[src/rtl/fc_argmax_stage.sv]
// Streaming argmax over M-element signed vectors; emits (index, value) of the maximum per vector.
// Define FC_ARGMAX_TIE_LAST_EN to let the last occurrence of an equal maximum win.
module fc_argmax_stage #(
    parameter int unsigned M = 8,
    parameter int unsigned T = 16
) (
    input  logic                             clk,
    input  logic                             reset,
    input  logic                             input_valid,
    output logic                             input_ready,
    input  logic [T-1:0]                     input_data,
    output logic                             output_valid,
    input  logic                             output_ready,
    output logic [((M > 1) ? $clog2(M) : 1)-1:0] output_index,
    output logic [T-1:0]                     output_data
);

    localparam int unsigned IW = (M > 1) ? $clog2(M) : 1;
    localparam logic [IW-1:0] LastIdx = IW'(M - 1);

    typedef enum logic {StLoad, StOut} state_e;

    state_e               state_q;
    logic [IW-1:0]        cnt_q;
    logic signed [T-1:0]  best_q;
    logic [IW-1:0]        best_idx_q;
    logic                 out_valid_q;
    logic [IW-1:0]        out_idx_q;
    logic [T-1:0]         out_data_q;

    logic                 accept;
    logic                 replace;
    logic signed [T-1:0]  best_d;
    logic [IW-1:0]        best_idx_d;

    assign input_ready  = (state_q == StLoad);
    assign accept       = input_valid && input_ready;
    assign output_valid = out_valid_q;
    assign output_index = out_idx_q;
    assign output_data  = out_data_q;

    // Candidate best including the current beat, so the final beat's comparison
    // can be captured into the output registers on the same edge.
    always_comb begin
`ifdef FC_ARGMAX_TIE_LAST_EN
        replace = ($signed(input_data) >= best_q);
`else
        replace = ($signed(input_data) > best_q);
`endif
        best_d     = best_q;
        best_idx_d = best_idx_q;
        if (cnt_q == '0) begin
            best_d     = $signed(input_data);
            best_idx_d = '0;
        end else if (replace) begin
            best_d     = $signed(input_data);
            best_idx_d = cnt_q;
        end
    end

    always_ff @(posedge clk) begin
        if (reset) begin
            state_q     <= StLoad;
            cnt_q       <= '0;
            best_q      <= '0;
            best_idx_q  <= '0;
            out_valid_q <= 1'b0;
            out_idx_q   <= '0;
            out_data_q  <= '0;
        end else begin
            unique case (state_q)
                StLoad: begin
                    if (accept) begin
                        best_q     <= best_d;
                        best_idx_q <= best_idx_d;
                        if (cnt_q == LastIdx) begin
                            cnt_q       <= '0;
                            state_q     <= StOut;
                            out_valid_q <= 1'b1;
                            out_idx_q   <= best_idx_d;
                            out_data_q  <= best_d;
                        end else begin
                            cnt_q <= cnt_q + IW'(1);
                        end
                    end
                end
                StOut: begin
                    if (output_ready) begin
                        out_valid_q <= 1'b0;
                        state_q     <= StLoad;
                    end
                end
                default: state_q <= StLoad;
            endcase
        end
    end

endmodule
[config.mk]
export PLATFORM = sky130hd
export DESIGN_NAME = fc_argmax_stage
export DESIGN_NICKNAME = d
export VERILOG_FILES = /design/src/rtl/fc_argmax_stage.sv
export SDC_FILE = /design/constraint.sdc
export NUM_CORES = 1
export LEC_CHECK = 0
export CAP_MARGIN = 15
export CORE_AREA = 2 2 76 78
export DETAILED_ROUTE_END_ITERATION = 8
export DIE_AREA = 0 0 78 80
export GPL_ROUTABILITY_DRIVEN = 0
export PLACE_DENSITY = 0.74
export SYNTH_ARGS = -nofsm -noshare
export SYNTH_HDL_FRONTEND = slang
export SYNTH_SLANG_ARGS = --single-unit
[constraint.sdc]
create_clock -name clk -period 2.05 [get_ports clk]
set_input_delay 0.205 -clock clk [delete_from_list [all_inputs] [get_ports clk]]
set_output_delay 0.205 -clock clk [all_outputs]
set_load 0.02 [all_outputs]
==> flow_summary.yaml <==
floorplan:
  core-area_um2: 5410
  start_util_pct: 46.4
  die-area_um2: 6240
  rows: 27
  die_w_um: 78
  floorplan.die.height_um: 80
  boundaryPins: 41
timing:
  fmax_ghz: 0.432
  finalMaxSlewViolations: 0
  final-hold-violation-count: 0
  final_critical_path_setup_slack_ns: -0.265
  timing.clock.skew_ns: 0.0122
  setup-violations-final: 38
  worst_slew_margin_relative_to_its_limit_pct: 67.3
  share_of_the_clock_period_used_by_the_worst_path_pct: 113
  finalWorstPathRequiredPeriod_ns: 2.31
  grt_setup_unrepaired: "true"
  hold-worst-slack_ns: 0.357
  worst_slew_pin_slew_ns: 0.490
critical_path:
  worst-endpoint-arrival_ns: 2.52
  type_of_element_capturing_the_critical_path: "register"
  cp_slowest_cell: "or3_4"
  critical_path.max_stage_delay_ns: 0.39
  worst-endpoint-required_ns: 2.25
  worstSetupPathType: "register to register"
  setup.worst_path.start_class: "register"
  cp_max_fo: 6
  critical_path.cell_chain: "inv_2, ha_4, nand4_1, nor4_4, and2b_1, o31a_1, or3_4, a41o_1"
layout:
  final_nets: 413
  postLayoutCoreUtil_pct: 69.7
  area_growth_pct: 50.3
  layout.area.seq_um2: 872
  nFillCells: 423
  drive_gt1_share_pct: 31.3
  final_cell_count_no_fill: 446
  multi_input_comb_area_um2: 1820
  antenna_cells_inserted: 0
status:
  status: "complete, but fails checks"
  failed_checks: "negative setup slack"
logic_synthesis:
  synth.net_count: 341
  post_synth.cell_area_avg_um2: 8.30
  mappedNetlistArea_um2: 2510
  synth.yosys.warnings: 0
  syn-instance-count: 302
  synth_async_sr_flop_share_pct: 0
  yosys-top-cells-count: "43 x dfxtp_1, 42 x nand2_1, 21 x inv_1, 19 x ha_1, 19 x nand4_1"
  edff_count_synth: 0
  synth_top_cell_by_area: "dfxtp_1"
  synth.distinct_cells: 42
  synth.top_cells.by_area: "dfxtp_1 34%, ha_1 9.5%, mux2i_1 6.4%, nand2_1 6.3%, o31ai_1 4.8%"
  yosysMostFrequentCell: "dfxtp_1"
  synth.top_cell.area_share_pct: 34.3
  ys_seq_elements: 43
  postSynth.topFlopCell: "dfxtp_1"
  ys_seq_area_share_pct: 34.3
power_and_ir_drop:
  vdd.ir_drop.worst_uv: 339
  internal_power_mw: 1.47
  clock_power_share_pct: 25.6
  cellPowerDensity_nw_per_um2: 587
  share_seq_of_total_power_pct: 40.1
  combPwrFrac_pct: 34.3
  leakage_nw: 1.51
  switchingPower_uw: 740
  switching_share_pct: 33.4
global_routing:
  grt_first_pass_wirelength_um: 11800
  grt-ovfl-total: 0
  grt_pass1_vias: 2507
  grt_start_max_net_pins: 52
  antenna_found_initial: 0
  grt_use_total_pct: 24.4
clock_network:
  cts.hold.buffers_added: 0
  tritoncts.num_buffers: 5
  cts_root_buffer_type: "clkbuf_8"
  cts_tree: "done"
  clk_latency_ns: 0.31
  clkTransAtPathRegs_ns: 0.08
  sink_count_of_the_clock_tree: 43
  clockBufferDepth: 2
  clock_tree.htree_level_count: 2
routing:
  routed_wire_length_per_instance_um: 17.0
  initial_drt_markers: 145
  first_pass_iters: 4
  ant_nets: 0
  detailed_route_vias_per_instance: 5.81
  via_count: 2592
  postRouteWirelength_um: 7580
  drcViolationCount: 0
placed_design:
  hpwl_um: 4720
  placed_cells_incl_taps: 432
  dp_slack_ns: -0.595
  numPortBuffers: 40
min_path:
  timing.hold.worst.class: "input pin to register"
job:
  maxCapViolations: 0
-- cell usage in the layout (no fill, tap or decap), types with 3 or more instances in the layout --
cell,instances
clkdlybuf4s50_1,26
mux2i_1,16
inv_1,15
and3_1,3
dfxtp_1,34
dlygate4sd2_1,13
nand2_1,40
clkbuf_8,6
nor2b_1,3
inv_2,6
nor2_1,13
ha_1,8
nand3_1,5
a21oi_1,9
o31ai_4,10
ha_4,11
o21ai_0,16
nand4_1,19
dfxtp_2,9
buf_12,3
a31oi_1,16
buf_6,7
o31ai_2,8
buf_4,39
-- cell type report --
class / instances / share of cell area, %
multi-input cells: 214 / 48.4
flip-flops and latches: 43 / 23.1
repair buffers: 89 / 21.7
well taps: 72 / 2.39
clock buffers: 6 / 2.19
inverters: 21 / 2.09
clock inverters: 1 / 0.133
-- routing by layer --
metal,track usage (%),vias up,wire length [um]
met3,4.07,11,409
met2,42.6,95,3800
met5,0,-,0
met1,30.0,1252,3230
li1,-,1234,-
met4,9.12,0,135
-- final timing paths --
kind / start / to / slack (ns) / cells past startpoint
setup / recovery: best_q[7] / output_index[2] / -0.26 / 8
hold / removal: input_data[3] / best_q[3] / 0.36 / 3
setup reg to reg: best_q[7] / output_index[2] / -0.26 / 8
hold reg to reg: best_q[1] / best_q[1] / 0.49 / 2
-- sequential cells by signal (all words and copies together) (netlist names) --
name,cells
cnt_q,3
best_q,16
output_index,3
state_q,1
best_idx_q,3
output_data,16
output_valid,1
-- logic make-up after synthesis --
family	Yosys count	synth area share, %
buf+inv	45	7.43
fa+ha+maj	19	9.48
simple gates	102	20.4
flops	43	34.3
compound gates	77	22.0
mux	16	6.39
-- power by group through the flow --
stage | registers (mW) | logic [mW] | clock network [mW]
2_1_floorplan | 0.901 | 0.342 | 0
3_3_place_gp | 0.901 | 0.571 | 0
3_5_place_dp | 0.902 | 0.582 | 0
4_1_cts | 0.885 | 0.686 | 0.572
5_1_grt | 0.892 | 0.812 | 0.611
6_report | 0.888 | 0.760 | 0.567
-- repair_timing --
action                     CTS  global route
gates cloned                 2             0
hold endpoints to repair     0             0
setup endpoints to repair   38            38
gates resized for setup     60            23
setup buffers                3             2
pin swaps                   18            12
-- through the flow --
step / power [mW] / TNS [ns] / instance area (um2)
after global routing: 2.31 / -11.75 / 3770
final: 2.21 / -7.73 / 3770
after CTS: 2.14 / -4.63 / 3650
after detailed placement: 1.48 / -19.60 / 3320
after global placement: 1.47 / -18.22 / 3320
after floorplan: 1.24 / -0.137 / 2600
-- critical path, delay by kind of cell, from the launching register on --
kind	cells	cell delay [ns]
AND/OR/NAND/NOR	4	1.20
AO/OA/AOI/OAI	2	0.37
flip-flops	1	0.35
adder cells (fa/ha/maj)	1	0.26
buffers and inverters	1	0.05
(Power assumes the default switching activity.)
==> RTL edit 1 (config.mk and constraints unchanged) <==
The parameter `M` goes from 8 to 16.
--- a/src/rtl/fc_argmax_stage.sv
+++ b/src/rtl/fc_argmax_stage.sv
@@ -1,7 +1,7 @@
 // Streaming argmax over M-element signed vectors; emits (index, value) of the maximum per vector.
 // Define FC_ARGMAX_TIE_LAST_EN to let the last occurrence of an equal maximum win.
 module fc_argmax_stage #(
-    parameter int unsigned M = 8,
+    parameter int unsigned M = 16,
     parameter int unsigned T = 16
 ) (
     input  logic                             clk,
Ports: changed (resized output_index); port bits go from 41 to 42. The function was not compared with the original's and may differ.
==> RTL edit 1 against the unedited design <==
  * The run still ends with negative setup slack left
  * Synthesized area grew 7.6%
  * Utilization grew 8.8 points
  * Via count grew 7.1%
  * Sequential share of layout area shrank 1.2 points
  * Largest cell class unchanged
  * Power grew 4.5%
  * Worst hold slack gained 110 ps
  * Sequential power grew 6.8%
  * Setup slack lost 210 ps
  * Sequential cell count grew 3
  * Largest power group unchanged
  * Wire length grew 17%
  * Count of clock-buffer cells in the layout grew 1
  * First-iteration DRC count shrank 9.0%
  * Cell area grew 13%
==> RTL edit 1: results (changes against the unedited design) <==
Final layout
  • Number of nets in the final layout: 449 (+8.7%)
  • Fraction of layout instances using a drive strength above 1: 37.4% (+6.1 points)
  • Diodes inserted: 0 (unchanged)
  • # fillers: 326 (-23%)

Clocking
  • CTS clock-pin slew for the worst setup and hold paths: 90 ps
  • Num CTS Buffers: 5 (unchanged)
  • Maximum buffer depth of the clock tree: 2 (unchanged)
  • Level count of the clock H-tree: 2 (unchanged)
  • Clock latency on the worst-skew pair: 300 ps
  • Clock root buffer: sky130_fd_sc_hd__clkbuf_8

Synthesis
  • Cells taking the most area after synthesis: sky130_fd_sc_hd__dfxtp_1 (34%), sky130_fd_sc_hd__ha_1 (8.3%), sky130_fd_sc_hd__nand2_1 (6.7%)
  • Commonest cells in the synthesized netlist: sky130_fd_sc_hd__nand2_1 (48), sky130_fd_sc_hd__dfxtp_1 (46), sky130_fd_sc_hd__nor2_1 (43)
  • Yosys warnings: 0 (unchanged)
  • Post-synth net total: 351 (+2.9%)
  • Sequential area share after synthesis: 34.1% (-0.21 points)
  • Proportion of register bits with asynchronous set or reset after synthesis: 0% (unchanged)
  • Number of distinct standard cells referenced by the synthesized netlist: 48 (+14%)

Drt
  • Number of detailed-route iterations in the first pass: 4 (unchanged)
  • DR vias/cell: 5.73 (-1.3%)
  • Routed length per placed instance: 18.3 um (+7.6%)
  • Iteration-0 DRC Markers: 132 (-9.0%)
  • Total routed wire length on the met1 layer: 3560 um (+10%)
  • Top layer reached by signal wires: met4
  • Detailed-routed wire length on met3: 531 um (+30%)
  • Met2 routed wirelength: 4620 um (+22%)
  • Number of nets with antenna violations after routing: 0 (unchanged)

Timing
  • Minimum hold slack: 463 ps (+105 ps)
  • Worst slew slack as a fraction of its limit: 63.2% (-4.1 points)
  • Final setup violation count: 40 (+5.3%)
  • Aggregate negative setup slack: -15200 ps (-7480 ps)
  • Setup clock skew after layout: 6.75 ps (-5.46 ps)
  • Least setup slack across all paths after layout: -478 ps (-213 ps)

Worst hold path
  • Hold-critical path depth: 2 (-1)
  • Min-delay worst type: reg -> reg
  • Hold Crit Endpoint: output_valid
  • Hold Path Origin: output_valid

Placement
  • HPWL after detailed placement: 5180 um (+9.8%)
  • Count of input and output buffers: 41 (+2.5%)

Worst setup path
  • Capture point of the worst reg-to-reg path: output_data[0]
  • Cell depth of the worst flop-to-flop path: 11 (+3)
  • CP Max Fanout: 7 (+1)
  • Source of the critical timing path: best_q[1]

Global route
  • Global routing usage on met2: 51.8% (+9.2 points)
  • Met3 Resource Use GR: 5.32% (+1.2 points)
  • Initial antenna violation count: 0 (unchanged)
  • Total global routing track utilization: 27.7% (+3.4 points)
  • Global-route wire length before repair: 13700 um (+15%)
  • Global routing usage on met1: 31.2% (+1.2 points)
  • Maximum number of pins on one net before global-route repair: 28 (-46%)
  • Number of global-route vias before repair: 2952 (+18%)

Power
  • Worst-case vdd ir drop: 0.386 mV (+14%)
  • Leak Pwr: 1.60 nW (+6.0%)
  • Switching pwr: 0.756 mW (+2.2%)

Outcome
  • Result of the run: finished with violations
  • Failing checks: negative setup slack
-- RTL edit 1: changes by cell type after synthesis, sizes merged, moves of 3 or more --
cell | unedited run | this run
nor2b | 5 | 2
clkbuf | 17 | 14
o31ai | 19 | 1
a21oi | 10 | 6
o21ai | 18 | 7
dfxtp | 43 | 46
a2111oi | 0 | 15
nor2 | 14 | 43
nand4 | 20 | 7
a311oi | 0 | 15
nand2 | 42 | 48
buf | 7 | 10
a31oi | 17 | 4
-- RTL edit 1: timing repair --
item	4_1_cts	5_1_grt
pin swaps	22	7
endpoints found under the setup margin	40	40
buffers inserted	13	4
resized for setup	61	12
gates cloned	1	1
-- RTL edit 1: cell families after synthesis --
| kind of cell | share of synthesized area (%) |
|---|---|
| DFF | 34.1 |
| muxes | 5.93 |
| xor gates and xnor gates | 0.649 |
| buffers and inverters | 8.30 |
| AOI/OAI and AO/OA | 23.1 |
| and+or+nand+nor | 19.5 |
| adders and majority gates | 8.35 |
-- RTL edit 1: worst max-delay path, cell delays in order (launching register included) --
cell                      delay, ps
sky130_fd_sc_hd__dfxtp_2        340
sky130_fd_sc_hd__inv_2           50
sky130_fd_sc_hd__ha_4           230
sky130_fd_sc_hd__nor2b_4        120
sky130_fd_sc_hd__o211a_1        230
sky130_fd_sc_hd__buf_4          130
sky130_fd_sc_hd__o21ai_1        230
sky130_fd_sc_hd__nand4_1        200
sky130_fd_sc_hd__buf_4          200
sky130_fd_sc_hd__and3_4         200
sky130_fd_sc_hd__buf_12         150
sky130_fd_sc_hd__o311a_1        340
-- RTL edit 1: layout make-up --
type                       count  share of cell area, %
clock buffer                   7                   2.03
inverter                      23                   2.03
multi-input combinational    220                   46.5
sequential                    46                   22.0
tap                           72                   2.12
clock inverter                 1                  0.118
timing repair buffer         115                   25.2
-- RTL edit 1: how the worst max path moves through the flow --
stage / end / slack [ps] / depth (start not counted)
floorplan: output_data[0] / -120 / 10
global placement: output_data[7] / -640 / 10
detailed placement: output_data[1] / -730 / 9
CTS: output_data[0] / -310 / 10
global route: output_data[1] / -570 / 11
finish: output_data[0] / -480 / 11
-- RTL edit 1: power groups by stage --
stage,Sequential (mW),Combinational (mW),Clock [mW]
final,0.948,0.769,0.597
after global routing,0.952,0.818,0.640
after CTS,0.947,0.693,0.598
after detailed placement,0.966,0.557,0
after global placement,0.964,0.543,0
after floorplan,0.966,0.323,0
-- RTL edit 1: through the flow --
stage / instances / utilization [%] / setup WS (ps) / power, mW / instance area [um^2]
floorplan: 313 / - / -119 / 1.29 / 2770
global placement: 460 / 66.9 / -642 / 1.51 / 3620
detailed placement: 460 / 66.9 / -728 / 1.52 / 3620
CTS: 479 / 76.1 / -305 / 2.24 / 4110
global route: 484 / 78.6 / -570 / 2.41 / 4250
finish: 484 / 78.6 / -478 / 2.31 / 4250
==> RTL edit 2 (same flow settings) <==
Without the edit above. Reset style: asynchronous (`reset`), changed in one clocked block.
--- a/src/rtl/fc_argmax_stage.sv
+++ b/src/rtl/fc_argmax_stage.sv
@@ -58,7 +58,7 @@
         end
     end
 
-    always_ff @(posedge clk) begin
+    always_ff @(posedge clk or posedge reset) begin
         if (reset) begin
             state_q     <= StLoad;
             cnt_q       <= '0;
Check against the original RTL: not equivalent (a bounded check fails within 10 cycles, from zero or initial values and one cycle with reset high; the reset may be asserted at any time).
==> RTL edit 2 against the unedited design <==
  * The flow still finishes with violations (negative setup slack)
  * Setup slack worse by 24 ps
  * Cell area down 2.3%
  * Critical path depth increased by 3
  * Non-clock buffer count up 4
  * Sequential cell count is the same
  * Synthesized area shrank 7.6%
  * Worst hold slack lost 73 ps
  * Wire length down 11%
  * Global-route usage down 6.2 points
  * Largest cell class unchanged
  * Highest routed layer unchanged
Power is not compared: it rests on default switching activity, and its combinational part moved more than twofold at a synthesized area within 25%.
==> RTL edit 2: results (changes against the unedited design) <==
Synthesis
  • Mux contribution to synthesized area: 8.27% (+1.9 points)
  • Commonest cells in the synthesized netlist: sky130_fd_sc_hd__dfrtp_1 (43), sky130_fd_sc_hd__a21oi_1 (23), sky130_fd_sc_hd__inv_1 (22)
  • Synth Area in Compound Gates: 15.7% (-6.3 points)
  • Post-synth top flop: sky130_fd_sc_hd__dfrtp_1
  • Number of distinct standard cells referenced by the synthesized netlist: 39 (-7.1%)
  • Sequential area share after synthesis: 46.5% (+12 points)
  • Adder and majority cell fraction of the synthesized area: 10.3% (+0.78 points)
  • Post-synth net total: 274 (-20%)
  • Cells taking the most area after synthesis: sky130_fd_sc_hd__dfrtp_1 (46%), sky130_fd_sc_hd__ha_1 (10%), sky130_fd_sc_hd__mux2i_1 (7.8%)
  • Proportion of register bits with asynchronous set or reset after synthesis: 100% (+100 points)
  • Xor-xnor portion of the synthesized cell area: 0% (unchanged)
  • Yosys warnings: 0 (unchanged)

Clocking
  • Level count of the clock H-tree: 2 (unchanged)
  • CTS clock-pin slew for the worst setup and hold paths: 90 ps
  • Num CTS Buffers: 5 (unchanged)
  • Clock root buffer: sky130_fd_sc_hd__clkbuf_8
  • Clock latency on the worst-skew pair: 300 ps
  • Maximum buffer depth of the clock tree: 2 (unchanged)
  • Post-CTS Hold Fix Bufs: 0 (unchanged)

Worst setup path
  • R2R Setup Slk: -270 ps
  • Worst path top cell family by delay: buffers and inverters
  • CP Max Fanout: 9 (+3)
  • Standard cell with the maximum stage delay on the critical path: sky130_fd_sc_hd__clkdlybuf4s50_1
  • Slowest Stage Delay on Critical Path: 500 ps (+110 ps)
  • Endpoint arrival time on the critical path: 2510 ps (about the same)

Worst hold path
  • Min-delay worst type: in -> reg

Timing
  • Least setup slack across all paths after layout: -289 ps (-23.8 ps)
  • Worst slew slack as a fraction of its limit: 63.2% (-4.1 points)
  • Setup clock skew after layout: 15.5 ps (+3.31 ps)
  • Minimum hold slack: 285 ps (-72.5 ps)
  • Final setup violation count: 38 (unchanged)
  • Aggregate negative setup slack: -7700 ps (+27.4 ps)

Final layout
  • Fraction of layout instances using a drive strength above 1: 36.9% (+5.6 points)
  • Number of nets in the final layout: 364 (-12%)
  • Diodes inserted: 0 (unchanged)

Power
  • Combinational share of power: 63.7%
  • Leak Pwr: 1.71 nW
  • Int Pwr: 3.55 mW
  • Worst-case vdd ir drop: 0.678 mV
  • Power share of the sequential group: 25.2%

Drt
  • Iteration-0 DRC Markers: 81 (-44%)
  • Final routed wirelength across all metal layers: 6720 um (-11%)
  • DR vias/cell: 5.30 (-8.7%)
  • Number of detailed-route iterations in the first pass: 4 (unchanged)

Global route
  • Number of global-route vias before repair: 1960 (-22%)
  • Global-route wire length before repair: 8980 um (-24%)
  • Total global routing track utilization: 18.1% (-6.2 points)
  • Maximum number of pins on one net before global-route repair: 44 (-15%)
  • Global route total overflow: 0 (unchanged)
  • Initial antenna violation count: 0 (unchanged)

Outcome
  • Failing checks: negative setup slack
  • Result of the run: finished with violations

Placement
  • HPWL after detailed placement: 3680 um (-22%)
  • Count of input and output buffers: 40 (unchanged)
RTL edit 2: cell count changes in the layout (fill, tap and decap cells not counted), sizes merged, moves of 11 or more:
cell	before	now
dfrtp	0	43
dfxtp	43	0
nand2	42	20
nand4	20	1
o31ai	19	0
a31oi	17	2
a21oi	10	23
dlygate4sd2	13	0
clkdlybuf4s50	26	37
RTL edit 2: cell type report:
class	instances	area, um^2
Clock inverter	2	37.5
Fill cell	379	1720
Timing Repair Buffer	93	868
Multi-Input combinational cell	160	1460
Clock buffer	5	68.8
Tap cell	72	90.1
Sequential cell	43	1080
Inverter	22	82.6
RTL edit 2: per-stage QoR:
stage	instances	setup WS, ps	total power, mW	util (%)	area (um^2)
6_report	397	-289	5.98	68.1	3680
5_1_grt	397	-350	6.35	68.1	3680
4_1_cts	383	-154	5.04	60.6	3270
3_5_place_dp	374	-513	4.21	56.6	3060
3_3_place_gp	374	-429	4.12	56.6	3060
2_1_floorplan	235	-5.59	3.16	-	2350
RTL edit 2: path summary, 6_finish.rpt:
path,startpoint,end,depth (start not counted)
worst max-delay path,input_data[7],output_data[14],11
worst min-delay path,input_data[15],best_q[15],3
worst max register to register,best_q[6],output_data[14],11
worst min register to register,output_valid,output_valid,2
max in group asynchronous,reset,output_data[10],3
min in group asynchronous,reset,best_q[7],3
RTL edit 2: repair_timing:
item | CTS | global route
gates cloned | 0 | 2
buffers inserted | 2 | 12
pin swaps | 0 | 13
endpoints found under the hold margin | 0 | 0
endpoints found under the setup margin | 38 | 38
gates resized for setup | 15 | 59
RTL edit 2: cell families after synthesis:
logic type      Yosys count
compound gates           58
simple gates             63
mux                      19
flops                    43
fa+ha+maj                19
buf+inv                  33
RTL edit 2: metal layers:
metal,GRT usage (%),wire (um)
met5,0,0
met3,4.75,279
met1,22.9,2800
met4,5.61,180
met2,30.5,3460
